--- src/rtl/line_memory_pkg.sv ---
// Shared definitions for the line_memory backing store: FSM encoding, counter width,
// a clog2 helper and the OFF/IDX derived-width macros.
package line_memory_pkg;

  localparam logic [1:0] IDLE = 2'd0;
  localparam logic [1:0] WAIT = 2'd1;
  localparam logic [1:0] DONE = 2'd2;

  // Wide enough to hold LATENCY-1 for the full 1..15 latency range.
  localparam int LM_CNT_W = 4;

  function automatic int lm_clog2(input int value);
    int r;
    r = 0;
    for (int v = value - 1; v > 0; v = v >> 1) r++;
    return r;
  endfunction

endpackage

`define LINE_MEMORY_OFF(lb) (line_memory_pkg::lm_clog2((lb) / 8))
`define LINE_MEMORY_IDX(d)  (line_memory_pkg::lm_clog2(d))

--- src/rtl/line_memory_delay.sv ---
// Loadable down-counter: load a start value, count down to zero, flag terminal count at 1.
module line_memory_delay
  import line_memory_pkg::*;
#(
  parameter int CNT_W = LM_CNT_W
) (
  input  logic             i_clk,
  input  logic             i_rst_n,
  input  logic             i_load,
  input  logic [CNT_W-1:0] i_load_val,
  output logic             o_tc
);

  logic [CNT_W-1:0] r_count;

  always_ff @(posedge i_clk or negedge i_rst_n) begin
    if (!i_rst_n) begin
      r_count <= '0;
    end else if (i_load) begin
      r_count <= i_load_val;
    end else if (r_count != '0) begin
      r_count <= r_count - 1'b1;
    end
  end

  assign o_tc = (r_count == CNT_W'(1));

endmodule

--- src/rtl/line_memory.sv ---
// Line-granular backing store with request/ready/complete handshake and fixed latency.
// Optional upper-address checking with an Err output: define LINE_MEMORY_ADDR_CHECK_EN.
module line_memory
  import line_memory_pkg::*;
#(
  parameter int LINE_BITS = 128,
  parameter int DEPTH     = 16,
  parameter int ADDR_W    = 32,
  parameter int LATENCY   = 3
) (
  input  logic                   Clk,
  input  logic                   Rst,
  input  logic                   Req,
  input  logic                   We,
  input  logic [ADDR_W-1:0]      PAddr,
  input  logic [LINE_BITS-1:0]   WData,
  input  logic [LINE_BITS/8-1:0] WStrb,
  output logic                   Ready,
  output logic [LINE_BITS-1:0]   Val,
  output logic                   En
`ifdef LINE_MEMORY_ADDR_CHECK_EN
  ,
  output logic                   Err
`endif
);

  localparam int OFF = `LINE_MEMORY_OFF(LINE_BITS);
  localparam int IDX = `LINE_MEMORY_IDX(DEPTH);
  localparam int NB  = LINE_BITS / 8;
  localparam logic [LM_CNT_W-1:0] LOAD_VAL = (LM_CNT_W)'(LATENCY - 1);

  logic [1:0]           r_state;
  logic [1:0]           w_next;
  logic                 r_we;
  logic                 r_aerr;
  logic [IDX-1:0]       r_idx;
  logic [LINE_BITS-1:0] r_wdata;
  logic [NB-1:0]        r_wstrb;
  logic [LINE_BITS-1:0] r_mem [DEPTH];
  logic [LINE_BITS-1:0] w_merged;
  logic                 w_accept;
  logic                 w_tc;
  logic                 w_addr_err;
  logic                 w_acc_we;
  logic                 w_acc_err;
  logic [IDX-1:0]       w_acc_idx;
  logic                 w_rd_load;
  logic                 w_unused_addr;

  assign w_accept      = (r_state == IDLE) && Req;
  assign w_unused_addr = ^PAddr;

`ifdef LINE_MEMORY_ADDR_CHECK_EN
  assign w_addr_err = ((PAddr >> (OFF + IDX)) != '0);
`else
  assign w_addr_err = 1'b0;
`endif

  line_memory_delay #(.CNT_W(LM_CNT_W)) u_delay (
    .i_clk      (Clk),
    .i_rst_n    (Rst),
    .i_load     (w_accept),
    .i_load_val (LOAD_VAL),
    .o_tc       (w_tc)
  );

  always_ff @(posedge Clk or negedge Rst) begin
    if (!Rst) begin
      r_state <= IDLE;
    end else begin
      r_state <= w_next;
    end
  end

  always_comb begin
    w_next = r_state;
    case (r_state)
      IDLE:    if (Req) w_next = (LATENCY > 1) ? WAIT : DONE;
      WAIT:    if (w_tc) w_next = DONE;
      DONE:    w_next = IDLE;
      default: w_next = IDLE;
    endcase
  end

  always_comb begin
    Ready = (r_state == IDLE);
    En    = (r_state == DONE);
`ifdef LINE_MEMORY_ADDR_CHECK_EN
    Err   = (r_state == DONE) && r_aerr;
`endif
  end

  // Request latch: control bits reset, payload does not.
  always_ff @(posedge Clk or negedge Rst) begin
    if (!Rst) begin
      r_we   <= 1'b0;
      r_aerr <= 1'b0;
    end else if (w_accept) begin
      r_we   <= We;
      r_aerr <= w_addr_err;
    end
  end

  always_ff @(posedge Clk) begin
    if (w_accept) begin
      r_idx   <= PAddr[OFF+IDX-1:OFF];
      r_wdata <= WData;
      r_wstrb <= WStrb;
    end
  end

  // With LATENCY=1 DONE is entered straight from IDLE, so the read uses the live request.
  assign w_acc_we  = (r_state == IDLE) ? We : r_we;
  assign w_acc_err = (r_state == IDLE) ? w_addr_err : r_aerr;
  assign w_acc_idx = (r_state == IDLE) ? PAddr[OFF+IDX-1:OFF] : r_idx;
  assign w_rd_load = (w_next == DONE) && (r_state != DONE) && !w_acc_we && !w_acc_err;

  always_ff @(posedge Clk or negedge Rst) begin
    if (!Rst) begin
      Val <= '0;
    end else if (w_rd_load) begin
      Val <= r_mem[w_acc_idx];
    end
  end

  always_comb begin
    w_merged = r_mem[r_idx];
    for (int b = 0; b < NB; b++) begin
      if (r_wstrb[b]) w_merged[8*b +: 8] = r_wdata[8*b +: 8];
    end
  end

  // Write commits on the edge leaving DONE so a following read sees it.
  always_ff @(posedge Clk) begin
    if ((r_state == DONE) && r_we && !r_aerr) begin
      r_mem[r_idx] <= w_merged;
    end
  end

endmodule
--- config.mk ---
export PLATFORM = sky130hd
export DESIGN_NAME = line_memory
export DESIGN_NICKNAME = d
export VERILOG_FILES = /design/src/rtl/line_memory_pkg.sv /design/src/rtl/line_memory_delay.sv /design/src/rtl/line_memory.sv
export SDC_FILE = /design/constraint.sdc
export NUM_CORES = 2
export LEC_CHECK = 0
export ABC_AREA = 1
export BUFFER_PORTS_ARGS = -buffer_cell sky130_fd_sc_hd__buf_2
export CORE_MARGIN = 2
export CORE_UTILIZATION = 45
export CTS_BUF_LIST = sky130_fd_sc_hd__clkbuf_8 sky130_fd_sc_hd__clkbuf_16
export DETAILED_ROUTE_END_ITERATION = 7
export SETUP_SLACK_MARGIN = 0.3
export SYNTH_ARGS = -nofsm -noshare
export SYNTH_HDL_FRONTEND = slang
export SYNTH_SLANG_ARGS = --single-unit
--- constraint.sdc ---
create_clock -name Clk -period 6.1 [get_ports Clk]
set_clock_uncertainty 0.05 [all_clocks]
set_input_delay 1.22 -clock Clk [delete_from_list [all_inputs] [get_ports Clk]]
set_output_delay 1.22 -clock Clk [all_outputs]
set_load 0.02 [all_outputs]
## Word level (Yosys, flattened, before mapping)

Memories as Yosys holds them, arrays and structs flattened. A register that Yosys moved wholly into a read port is not among the register bits.
Cells that the tools add are included.

- Add/sub/neg operators: 1
- Eq/ne operators: 21
- Multiplexer cells: 25
- Reduce and logical (&&, ||, !) cells: 25

Operators by type and width:

| kind | count |
|---|---|
| $mux W8 | 16 |
| $reduce_and A2 Y1 | 16 |
| $ne A1 B1 Y1 const B | 16 |
| $mux W4 | 3 |
| $eq A2 B2 Y1 const B | 2 |
| $eq A4 B1 Y1 const B | 1 |
| $logic_and A1 B1 Y1 | 4 |
| $mux W2 | 2 |
| $pmux W2 S2 | 1 |
| $reduce_bool A4 Y1 | 1 |
| $sub A4 B1 Y4 const B | 1 |
| $mux W1 | 3 |
| $eq A2 B1 Y1 const B | 1 |
| $logic_not A1 Y1 | 2 |
| $logic_not A2 Y1 | 1 |
| $ne A2 B2 Y1 const B | 1 |
| $reduce_bool A2 Y1 | 1 |

- Bits in registers: 155
- Memory bits (writable): 2048
- Input port bits: 180
- Logic and storage cells: 79
- Memories: 1

Memory list:

| memory | words | bits a word | read ports | clocked after memory_dff | wr ports | line | text |
|---|---|---|---|---|---|---|---|
| r_mem | 16 | 128 | 1 | 1 | 1 | line_memory.sv:39 | `logic [LINE_BITS-1:0] r_mem [DEPTH];` |

## Depth between registers and ports, before layout

- Word-level depth: 6
- Depth in mapped cells: 13
- Depth with buffers taken out: 11

## Hierarchy

From an unflattened synthesis, not the netlist that was laid out.

- Cells, all modules: 7771
- Area, all modules: 92960.4 um^2

Modules (own cells, without submodules):

| module | instances | cells each | area an instance (um^2) | sequential area each (um^2) |
|---|---|---|---|---|
| line_memory | 1 | 7734 | 92668.9 | 69221.4 |
| line_memory_delay | 1 | 37 | 291.5 | 100.1 |

## Least setup slack after synthesis

No wires, ideal clock.

- Path kind: input port to flip-flop
- Start point: in Req
- End point: reg r_idx[0], enable pin
- Library setup time: 0.500 ns
- Data arrival time: 4.212 ns
- Required time: 5.550 ns
- Slack: 1.338 ns
- Stages on the path: 2
- Cells stage by stage: nand2_1 -> inv_1

- Cells in the longest elaborated chain, start to end: 1

RTL lines:

| element | line | text |
|---|---|---|
| start: declaration | line_memory.sv:13 | `input logic Req,` |
| $logic_and A1 B1 Y1 | line_memory.sv:50 | `assign w_accept = (r_state == IDLE) && Req;` |
| via u_delay.i_load | line_memory_delay.sv:9 | `input logic i_load,` |
| end signal: assignment | line_memory.sv:106 | `r_idx <= PAddr[OFF+IDX-1:OFF];` |
| end: declaration | line_memory.sv:36 | `logic [IDX-1:0] r_idx;` |

The timed path passes the listed nets, and every way through them passes these cells.
A chain may end at the register's enable or synchronous reset.

## Final worst setup path

- Start point: reg r_state[1]
- End point: reg Val[43] (read register of r_mem)

- Cells in the longest elaborated chain, start to end: 5

RTL lines:

| element | line | text |
|---|---|---|
| start: declaration | line_memory.sv:32 | `logic [1:0] r_state;` |
| start signal: assignment | line_memory.sv:71 | `r_state <= w_next;` |
| $eq A2 B1 Y1 (tied with other cells) | line_memory.sv:77 | `case (r_state)` |
| $pmux W2 S2 | line_memory.sv:77 |  |
| $eq A2 B2 Y1 | line_memory.sv:116 | `assign w_rd_load = (w_next == DONE) && (r_state != DONE) && !w_acc_we && !w_acc_err;` |
| $logic_and A1 B1 Y1 (2 in series) | line_memory.sv:116 |  |
| end: declaration | line_memory.sv:19 | `output logic [LINE_BITS-1:0] Val,` |

Parallel ways exist; a longest one is shown, timed or not.

==> flow_summary_export.csv <==
group,metric,value,unit
run_status,outcome,"finished, final reports clean",
synthesis,synth_seq_cells,2331,
floorplan,die_h,459,um
route,routed_wirelength,250000,um
placed_design,preCtsSetupSlack,2.00,ns
clocking,clk_pin_slew,0.06,ns
sta,finalMaxSlewViolations,0,
sta,timing_hold_violations_final,0,
sta,fin_crit_sh,0.635,
flow_run,drv_cap,0,
critical_path,crit_arrival,4.62,ns
clocking,cts_root_buf,"clkbuf_16",
floorplan,die-area,211000,um^2
clocking,cts_hold_buf,0,
final_layout,drive_above_1_share,0.0913,
sta,tightest_slew,1.30,ns
synthesis,synth.avg_cell_area,11.8,um^2
sta,setup_slack,2.22,ns
global_routing,grt_use_total,0.233,
sta,fin_crit,3.88,ns
clocking,cts.repair.resized,0,
worst_hold_path,hold_class,"input port to asynchronous set/reset pin",
placed_design,numPortBuffers,281,
synthesis,synth_area,93400,um^2
critical_path,crit_path_start_kind,"flip-flop",
sta,slew_headroom,0.128,
critical_path,path_class,"flip-flop to flip-flop",
critical_path,path_common_cell,"nand3_1",
power_and_ir_drop,power,48.3,mW
sta,fmax,258,MHz
clocking,cts_made_buffers,233,
route,drc_errors,0,
sta,rsz0062_at_grt,"false",
route,wire_per_inst,23.0,um
power_and_ir_drop,power.leakage,38.5,nW
clocking,tritoncts,"built",
critical_path,path_cells,"inv_2, nand2_2, nand2_4, nand2_8, buf_4, nand2_1, nand3_1, nand3_1, nand3_1, nand3_1, nand2_1",
synthesis,synthCells,7880,
critical_path,end_kind,"flip-flop",
power_and_ir_drop,powerDensity,462,nW/um^2
floorplan,dieWidth,459,um
synthesis,yosysWarnings,0,
route,drtAntennaViolNets,0,
final_layout,nets,8137,
critical_path,required,6.84,ns
final_layout,final_cell_mix,"edfxtp_1 (2196), nand2_1 (2152), nand3_1 (2130), inv_1 (494), buf_2 (280)",
global_routing,antenna_found_initial,9,
global_routing,grt_pass1_vias,56800,
synthesis,synth.distinct_cells,24,
critical_path,path_delay_family,"simple AND/OR/NAND/NOR gates",
clocking,cts.sinks,2331,
placed_design,post-dp-hpwl,138000,um
sta,setup_viol,0,
route,detail_route.first_pass.iterations,8,
placed_design,gp_congestion,0.773,
final_layout,final_common_cell,"edfxtp_1",
route,drt_iter0_drc,5683,
synthesis,syn_nets,8063,
sta,tns,0,ns
clocking,cts_max_level,4,
power_and_ir_drop,vdd_ir_drop_max,0.425,mV
route,vias,59400,
global_routing,grt_max_degree,188,
global_routing,gr-total-overflow,0,
global_routing,grt_pass1_wl,368000,um
route,drt-vias-per-instance,5.47,
critical_path,critPathMaxFanout,98,
final_layout,final.fill_count,17700,
final_layout,instances_no_fill,10900,
clocking,ctsLongestPathBuffers,3,
critical_path,cp_slowest_stage_delay,0.86,ns
synthesis,ys_seq_area_frac,0.743,
clocking,post_cts.repair.setup_buffers,0,
floorplan,core_area,207000,um^2
placed_design,placed_cells,10400,
clocking,clock_latency,0.88,ns
final_layout,syn2layout_area_growth,12.0,%
critical_path,critical_path.slowest_cell,"nand2_8",
floorplan,ios,310,
floorplan,initial_core_util,0.452,
floorplan,rows,167,
critical_path,crit_buf_inv,2,
cell families (layout without fill, tap and decap cells):
kind of cell / after synthesis / count (layout) / synth area share
AOI/OAI and AO/OA: 7 / 7 / 0.000456
xor gates and xnor gates: 2 / 2 / 0.000188
adders and majority gates: 3 / 3 / 0.000402
buffers and inverters: 958 / 1238 / 0.0433
DFF: 2331 / 2331 / 0.743
other: 0 / 3 / 0
and+or+nand+nor: 4579 / 4579 / 0.213
where the power goes:
part / internal (mW) / switching, mW
clock: 8.24 / 6.11
sequential: 18.7 / 1.02
combinational: 3.93 / 10.2
sequential cells by signal, summed over array words and instances (netlist names):
register	cells
r_state	2
r_we	1
r_mem	2048
Val	128
u_delay.r_count	4
r_idx	4
r_wstrb	16
r_wdata	128
layout make-up:
class                   instances  area (um^2)  area share
flip-flops and latches       2331        69300       0.663
multi-input cells            4591        20100       0.193
clock buffers                 254         6150      0.0589
well taps                    2704         3380      0.0324
repair buffers                347         2270      0.0217
inverters                     450         1710      0.0164
clock inverters               187         1560      0.0149
diodes                          3         7.51   0.0000718
final timing paths:
kind,start,endpoint,slack [ns],depth (start not counted)
max in group asynchronous,Rst,Val[126],4.76,2
min in group Clk,Val[42],Val[42],0.42,2
worst min register to register,Val[42],Val[42],0.42,2
worst min-delay path,Rst,Val[63],0.22,1
worst max register to register,r_state[1],Val[43],2.22,11
worst max-delay path,r_state[1],Val[43],2.22,11
synthesized netlist by cell type:
cell type	number	share of area
buf_4	16	0.0013
nor4_2	1	0.00013
ha_1	3	0.00040
buf_1	38	0.0015
inv_2	2	0.000080
nand3_1	2130	0.11
nor2_4	1	0.00012
o21ai_1	1	0.000054
edfxtp_1	2196	0.71
o21ai_2	2	0.00019
and3_1	1	0.000067
dfrtp_1	135	0.036
nand2_2	4	0.00027
o21ai_0	3	0.00016
buf_6	3	0.00036
buf_2	294	0.016
nand2_4	1	0.00012
nand2_1	2170	0.087
nor2_1	271	0.011
xor2_1	1	0.000094
inv_1	448	0.018
a21oi_1	1	0.000054
clkbuf_1	157	0.0063
xnor2_1	1	0.000094
metal layers:
layer,GRT usage,wire (um),part of all wire,vias to the layer above
met5,0,13,0.000052,-
met4,0.0781,7790,0.031,2
met3,0.0318,15500,0.062,396
met2,0.382,120000,0.48,2072
met1,0.321,106000,0.42,29400
li1,-,-,-,27600
metrics by stage:
stage	instance area (um^2)	util	hold WS [ns]
after detailed placement	96800	0.469	0.411
final	105000	0.506	0.217
after global routing	105000	0.506	0.197
after CTS	105000	0.506	0.177
after floorplan	93400	-	0.437
after global placement	96800	0.469	0.411
(Power assumes the default switching activity.)
